`src/rtl/alu_exec_unit_pkg.sv`:
```
`default_nettype none
// ============================================================================
// Module      : alu_exec_unit_pkg
// Description : ALU operation codes and helpers shared by the execute stage.
// Revision    : 1.0
// ============================================================================
package alu_exec_unit_pkg;

    localparam int ALU_OP_W = 4;

    localparam logic [ALU_OP_W-1:0] c_alu_none = 4'd0;
    localparam logic [ALU_OP_W-1:0] c_alu_add  = 4'd1;
    localparam logic [ALU_OP_W-1:0] c_alu_sub  = 4'd2;
    localparam logic [ALU_OP_W-1:0] c_alu_and  = 4'd3;
    localparam logic [ALU_OP_W-1:0] c_alu_or   = 4'd4;
    localparam logic [ALU_OP_W-1:0] c_alu_xor  = 4'd5;
    localparam logic [ALU_OP_W-1:0] c_alu_sll  = 4'd6;
    localparam logic [ALU_OP_W-1:0] c_alu_srl  = 4'd7;
    localparam logic [ALU_OP_W-1:0] c_alu_beq  = 4'd8;
    localparam logic [ALU_OP_W-1:0] c_alu_bne  = 4'd9;
    localparam logic [ALU_OP_W-1:0] c_alu_blt  = 4'd10;
    localparam logic [ALU_OP_W-1:0] c_alu_bge  = 4'd11;

    function automatic logic is_shift_op(input logic [ALU_OP_W-1:0] op);
        return (op == c_alu_sll) || (op == c_alu_srl);
    endfunction

endpackage
`default_nettype wire

```
`src/rtl/alu_exec_unit_comb_core.sv`:
```
`default_nettype none
// ============================================================================
// Module      : alu_comb_core
// Description : Single-cycle arithmetic, logic and branch-compare datapath.
// Revision    : 1.0
// ============================================================================
module alu_comb_core
    import alu_exec_unit_pkg::*;
#(
    parameter int DATA_WIDTH = 32
) (
    input  logic [ALU_OP_W-1:0]   i_op,
    input  logic [DATA_WIDTH-1:0] i_a,
    input  logic [DATA_WIDTH-1:0] i_b,
    output logic [DATA_WIDTH-1:0] o_result,
    output logic                  o_bcond
);

    always_comb begin
        o_result = '0;
        o_bcond  = 1'b0;
        case (i_op)
            c_alu_add: o_result = i_a + i_b;
            c_alu_sub: o_result = i_a - i_b;
            c_alu_and: o_result = i_a & i_b;
            c_alu_or:  o_result = i_a | i_b;
            c_alu_xor: o_result = i_a ^ i_b;
            c_alu_beq: o_bcond  = (i_a == i_b);
            c_alu_bne: o_bcond  = (i_a != i_b);
            c_alu_blt: o_bcond  = ($signed(i_a) <  $signed(i_b));
            c_alu_bge: o_bcond  = ($signed(i_a) >= $signed(i_b));
            // Shifts are handled iteratively by the parent; unknown codes yield zero.
            default: begin
                o_result = '0;
                o_bcond  = 1'b0;
            end
        endcase
    end

endmodule
`default_nettype wire

```
`src/rtl/alu_exec_unit.sv`:
```
`default_nettype none
// ============================================================================
// Module      : alu_exec_unit
// Description : Execute-stage ALU with valid/ready handshakes and a bit-serial shifter.
// Revision    : 1.0
// ============================================================================
module alu_exec_unit
    import alu_exec_unit_pkg::*;
#(
    parameter int DATA_WIDTH = 32
) (
    input  logic                  clk,
    input  logic                  reset,
    input  logic                  in_valid,
    output logic                  in_ready,
    input  logic [ALU_OP_W-1:0]   alu_op,
    input  logic [DATA_WIDTH-1:0] in_a,
    input  logic [DATA_WIDTH-1:0] in_b,
    output logic                  out_valid,
    input  logic                  out_ready,
    output logic [DATA_WIDTH-1:0] out_result,
    output logic                  out_bcond
);

    localparam int SH_W = $clog2(DATA_WIDTH);

    localparam logic [1:0] c_st_idle  = 2'd0;
    localparam logic [1:0] c_st_shift = 2'd1;
    localparam logic [1:0] c_st_done  = 2'd2;

    logic [1:0]            r_state;
    logic [1:0]            w_state_nxt;
    logic [ALU_OP_W-1:0]   r_op;
    logic [ALU_OP_W-1:0]   w_op_nxt;
    logic [DATA_WIDTH-1:0] r_work;
    logic [DATA_WIDTH-1:0] w_work_nxt;
    logic [SH_W-1:0]       r_cnt;
    logic [SH_W-1:0]       w_cnt_nxt;
    logic [DATA_WIDTH-1:0] r_result;
    logic [DATA_WIDTH-1:0] w_result_nxt;
    logic                  r_bcond;
    logic                  w_bcond_nxt;

    logic [DATA_WIDTH-1:0] w_core_result;
    logic                  w_core_bcond;
    logic [DATA_WIDTH-1:0] w_shifted;
    logic [SH_W-1:0]       w_shamt;

    alu_comb_core #(
        .DATA_WIDTH (DATA_WIDTH)
    ) u_core (
        .i_op     (alu_op),
        .i_a      (in_a),
        .i_b      (in_b),
        .o_result (w_core_result),
        .o_bcond  (w_core_bcond)
    );

    assign w_shamt    = in_b[SH_W-1:0];
    assign w_shifted  = (r_op == c_alu_srl) ? (r_work >> 1) : (r_work << 1);
    assign in_ready   = (r_state == c_st_idle);
    assign out_valid  = (r_state == c_st_done);
    assign out_result = r_result;
    assign out_bcond  = r_bcond;

    always_comb begin
        w_state_nxt  = r_state;
        w_op_nxt     = r_op;
        w_work_nxt   = r_work;
        w_cnt_nxt    = r_cnt;
        w_result_nxt = r_result;
        w_bcond_nxt  = r_bcond;
        case (r_state)
            c_st_idle: begin
                if (in_valid) begin
                    w_op_nxt = alu_op;
                    if (is_shift_op(alu_op)) begin
                        if (w_shamt == '0) begin
                            w_result_nxt = in_a;
                            w_bcond_nxt  = 1'b0;
                            w_state_nxt  = c_st_done;
                        end else begin
                            w_work_nxt  = in_a;
                            w_cnt_nxt   = w_shamt;
                            w_state_nxt = c_st_shift;
                        end
                    end else begin
                        w_result_nxt = w_core_result;
                        w_bcond_nxt  = w_core_bcond;
                        w_state_nxt  = c_st_done;
                    end
                end
            end
            c_st_shift: begin
                w_work_nxt = w_shifted;
                w_cnt_nxt  = r_cnt - SH_W'(1);
                // Last step: publish the value being shifted in this same update.
                if (r_cnt == SH_W'(1)) begin
                    w_result_nxt = w_shifted;
                    w_bcond_nxt  = 1'b0;
                    w_state_nxt  = c_st_done;
                end
            end
            c_st_done: begin
                if (out_ready) begin
                    w_state_nxt = c_st_idle;
                end
            end
            default: w_state_nxt = c_st_idle;
        endcase
    end

    always_ff @(posedge clk) begin
        if (reset) begin
            r_state <= c_st_idle;
        end else begin
            r_state <= w_state_nxt;
        end
    end

    always_ff @(posedge clk) begin
        if (reset) begin
            r_op     <= c_alu_none;
            r_work   <= '0;
            r_cnt    <= '0;
            r_result <= '0;
            r_bcond  <= 1'b0;
        end else begin
            r_op     <= w_op_nxt;
            r_work   <= w_work_nxt;
            r_cnt    <= w_cnt_nxt;
            r_result <= w_result_nxt;
            r_bcond  <= w_bcond_nxt;
        end
    end

endmodule
`default_nettype wire

```
`config.mk`:
```
export PLATFORM = sky130hd
export DESIGN_NAME = alu_exec_unit
export DESIGN_NICKNAME = d
export VERILOG_FILES = /design/src/rtl/alu_exec_unit_pkg.sv /design/src/rtl/alu_exec_unit_comb_core.sv /design/src/rtl/alu_exec_unit.sv
export SDC_FILE = /design/constraint.sdc
export NUM_CORES = 1
export LEC_CHECK = 0
export CORE_MARGIN = 1
export CORE_UTILIZATION = 50
export DETAILED_ROUTE_END_ITERATION = 10
export HOLD_SLACK_MARGIN = 0.08
export PLACE_DENSITY_LB_ADDON = 0.1
export SYNTH_ARGS = -nofsm -noshare
export SYNTH_HDL_FRONTEND = slang
export SYNTH_SLANG_ARGS = --single-unit
export TNS_END_PERCENT = 20
```
`constraint.sdc`:
```
create_clock -name clk -period 4 [get_ports clk]
set_clock_uncertainty 0.05 [all_clocks]
set_input_delay 0.8 -clock clk [delete_from_list [all_inputs] [get_ports clk]]
set_output_delay 0.8 -clock clk [all_outputs]
set_load 0.005 [all_outputs]
```
==> impl_metrics.tcl <==
set metrics [dict create \
    pre_cts_slack_ps -180.2 \
    cts-root-buf "clkbuf_16" \
    clock-sinks 76 \
    die_area_sq_um 19640 \
    slew_headroom_pct 48.63 \
    worst-endpoint-arrival_ps 4000 \
    cts_buffers 9 \
    yosys-top-cells-area "dfxtp_1 16%, ha_1 15%, a21oi_1 8.1%" \
    finalWirelength_um 38450 \
    avgSynthCellArea_sq_um 7.070 \
    slew_viol_final 0 \
    power.leakage_nw 5.528 \
    ys_seq_area_share_pct 15.94 \
    drtIter0Drc 1005 \
    ys_top_cells_by_count "194 x nor2_1, 154 x a21oi_1, 113 x ha_1" \
    synth_cell_type_count 87 \
    grt-ovfl-total 0 \
    yosys_register_bits 76 \
    path_buf_inv 5 \
    min_period_ps 3847 \
    die_h_um 140.2 \
    peakVddDrop_mv 0.2188 \
    setup_viol 0 \
    hp-class "reg2reg" \
    drc 0 \
    cp-startpoint "in_a[12]" \
    fin_ws_ps 153.2 \
    start_util_pct 51.02 \
    first_pass_iters 8 \
    fillCellCount 1733 \
    htreeDepth 3 \
    wl_per_cell_um 21.18 \
    diodes 0 \
    async_reset_ff_share_pct 0 \
    path_cells "clkdlybuf4s50_1, inv_1, ha_1, buf_4, nor2_1, o21ai_0, a2111oi_1, buf_4, nor3_1, a211oi_1, buf_4, o31ai_1, a221oi_1, o22ai_1" \
    critical_path_required_ps 4150 \
    worstReg2RegStart "r_state[1]" \
    cp_top_family "compound AO/OA/AOI/OAI gates" \
    core_area_sq_um 18710 \
    synth-edff-count 0 \
    netlist_area_sq_um 9544 \
    die_w_um 140.2 \
    syn_inst 1350 \
    clockBufferDepth 2 \
    min_from "out_result[1]" \
    fin_area_sq_um 12390 \
    cpMostUsedCell "buf_4" \
    ff2ff_setup_slack_ps 1250 \
    nets 1764 \
    path_depth 14 \
    cp_max_fo 10 \
    ant_nets 0 \
    pin_count 107 \
    endpoint "out_result[26]" \
    track_usage_pct 39.05 \
    cp_slowest_cell "a2111oi_1" \
    syn-num-nets 1537 \
    drive_above_1_share_pct 16.45 \
    ys.flop_type "dfxtp_1" \
    status "finished, final reports clean" \
    vias_per_cell 6.320 \
    rsz0062_at_grt "no" \
    yosysTopAreaCell "dfxtp_1" \
    synth_top_area_share_pct 15.94 \
    rr_worst_depth 7 \
    clock.fmax_mhz 260.0 \
    criticalPathCategory "in2reg" \
    cts_tree "yes" \
    syn2layout_area_growth_pct 29.79 \
    clk-insertion-delay-late_ps 340 \
    worstMarginPinSlew_ps 770.5 \
    grt_pass1_wl_um 59460 \
    place_congestion 1.019 \
    cp-end-kind "flip-flop" \
    clkSlewWorstSetupHoldPaths_ps 60 \
    antenna_found_initial 0 \
    yosysMostFrequentCell "nor2_1" \
    period_share_pct 96.17 \
    dpl.hpwl_um 30290 \
    grt_pass1_vias 11010 \
    postPlaceCellArea_sq_um 12060 \
    ys_warn_count 0 \
    reg2reg_to "out_result[25]" \
    p_per_area_nw_per_um2 268.6 \
    max-cap-violations 0 \
    vias 11470 \
    grt_max_degree 40 \
    hold_viol 0 \
    start_kind "primary input" \
    cpPeakStageDelay_ps 610 \
    rows 50 \
    numPortBuffers 106 \
    postCtsSetupRepairBufs 0 \
]
layout by cell type, fill, tap and decap left out, drive strengths merged, types with 5 or more instances in the layout:
cell,n
o21a,20
nand2b,11
o21ai,67
o2111ai,11
o311ai,5
a21o,19
or4,6
a22oi,10
nor2,194
and2,9
and3,6
a311oi,12
o21bai,15
a221o,7
nor3,35
nor4,6
a221oi,14
o22ai,9
o31ai,15
a21oi,154
clkdlybuf4s50,105
or2,10
mux2i,41
nand3,22
ha,113
nand2,74
a211oi,30
dfxtp,76
o221ai,10
o211ai,21
inv,99
buf,208
a2111oi,7
nor2b,13
nand4,13
a31oi,30
clkbuf,11
routing by layer:
metal,share of wire [%],global-route usage [%],wire (um)
met5,0,0,0
met4,5.7,20.76,2193
met3,7.6,4.000,2925
met2,47,66.87,17890
met1,40,48.30,15440
cell type report:
class / count / area [sq um] / share of cell area (%)
well taps: 234 / 292.8 / 2.364
repair buffers: 313 / 2610 / 21.07
inverters: 99 / 371.6 / 3.000
clock buffers: 11 / 242.7 / 1.960
flip-flops and latches: 76 / 1521 / 12.28
clock inverters: 4 / 73.82 / 0.5960
multi-input cells: 1078 / 7274 / 58.73
sequential cells by signal, summed over array words and instances, names as in the netlist:
register    cells
out_result     32
r_state         2
r_work         32
r_op            4
out_bcond       1
r_cnt           5
what timing repair did:
item,CTS,global route
setup endpoints to repair,0,3
resized for setup,0,4
hold buffers,0,0
worst min-delay path by stage:
stage                    endpoint  slack [ps]  depth (start not counted)
finish              out_result[1]         420                          2
global route        out_result[1]         430                          2
CTS                 out_result[1]         420                          2
detailed placement  out_result[1]         410                          2
global placement    out_result[1]         410                          2
floorplan              r_work[24]         390                          2
power breakdown:
group / switching (W) / leakage [nW] / total (W) / internal [W]
registers: 0.0000613 / 0.621 / 0.000887 / 0.000826
logic: 0.000858 / 4.75 / 0.00154 / 0.000677
clock network: 0.000343 / 0.156 / 0.000904 / 0.000561
logic make-up (layout without fill, tap and decap cells):
kind of cell	count (synthesis)	in the layout	synth area share, %
buffers and inverters	196	427	8.311
multiplexers	42	42	4.418
flip-flops	76	76	15.94
XOR/XNOR	3	3	0.2754
AND/OR/NAND/NOR	422	422	20.91
AO/OA/AOI/OAI	496	496	34.91
adder cells (fa/ha/maj)	115	115	15.23
stage by stage:
step,utilization (%),setup TNS (ps),hold slack [ps],power (W),cells
after floorplan,-,0,393.9,0.001705,1350
after global placement,64.46,-370.6,408.7,0.002383,1800
after detailed placement,64.46,-612.6,410.2,0.002396,1800
after CTS,66.15,0,418.0,0.003295,1815
after global routing,66.22,0,432.5,0.003486,1815
final,66.22,0,415.9,0.003327,1815
tightest hold or removal path, stage by stage (launching register included):
cell and delay [ps]:
dfxtp_1 310, nand2_1 50, a21oi_1 50
Note: power is estimated with default switching activity, not from simulation.
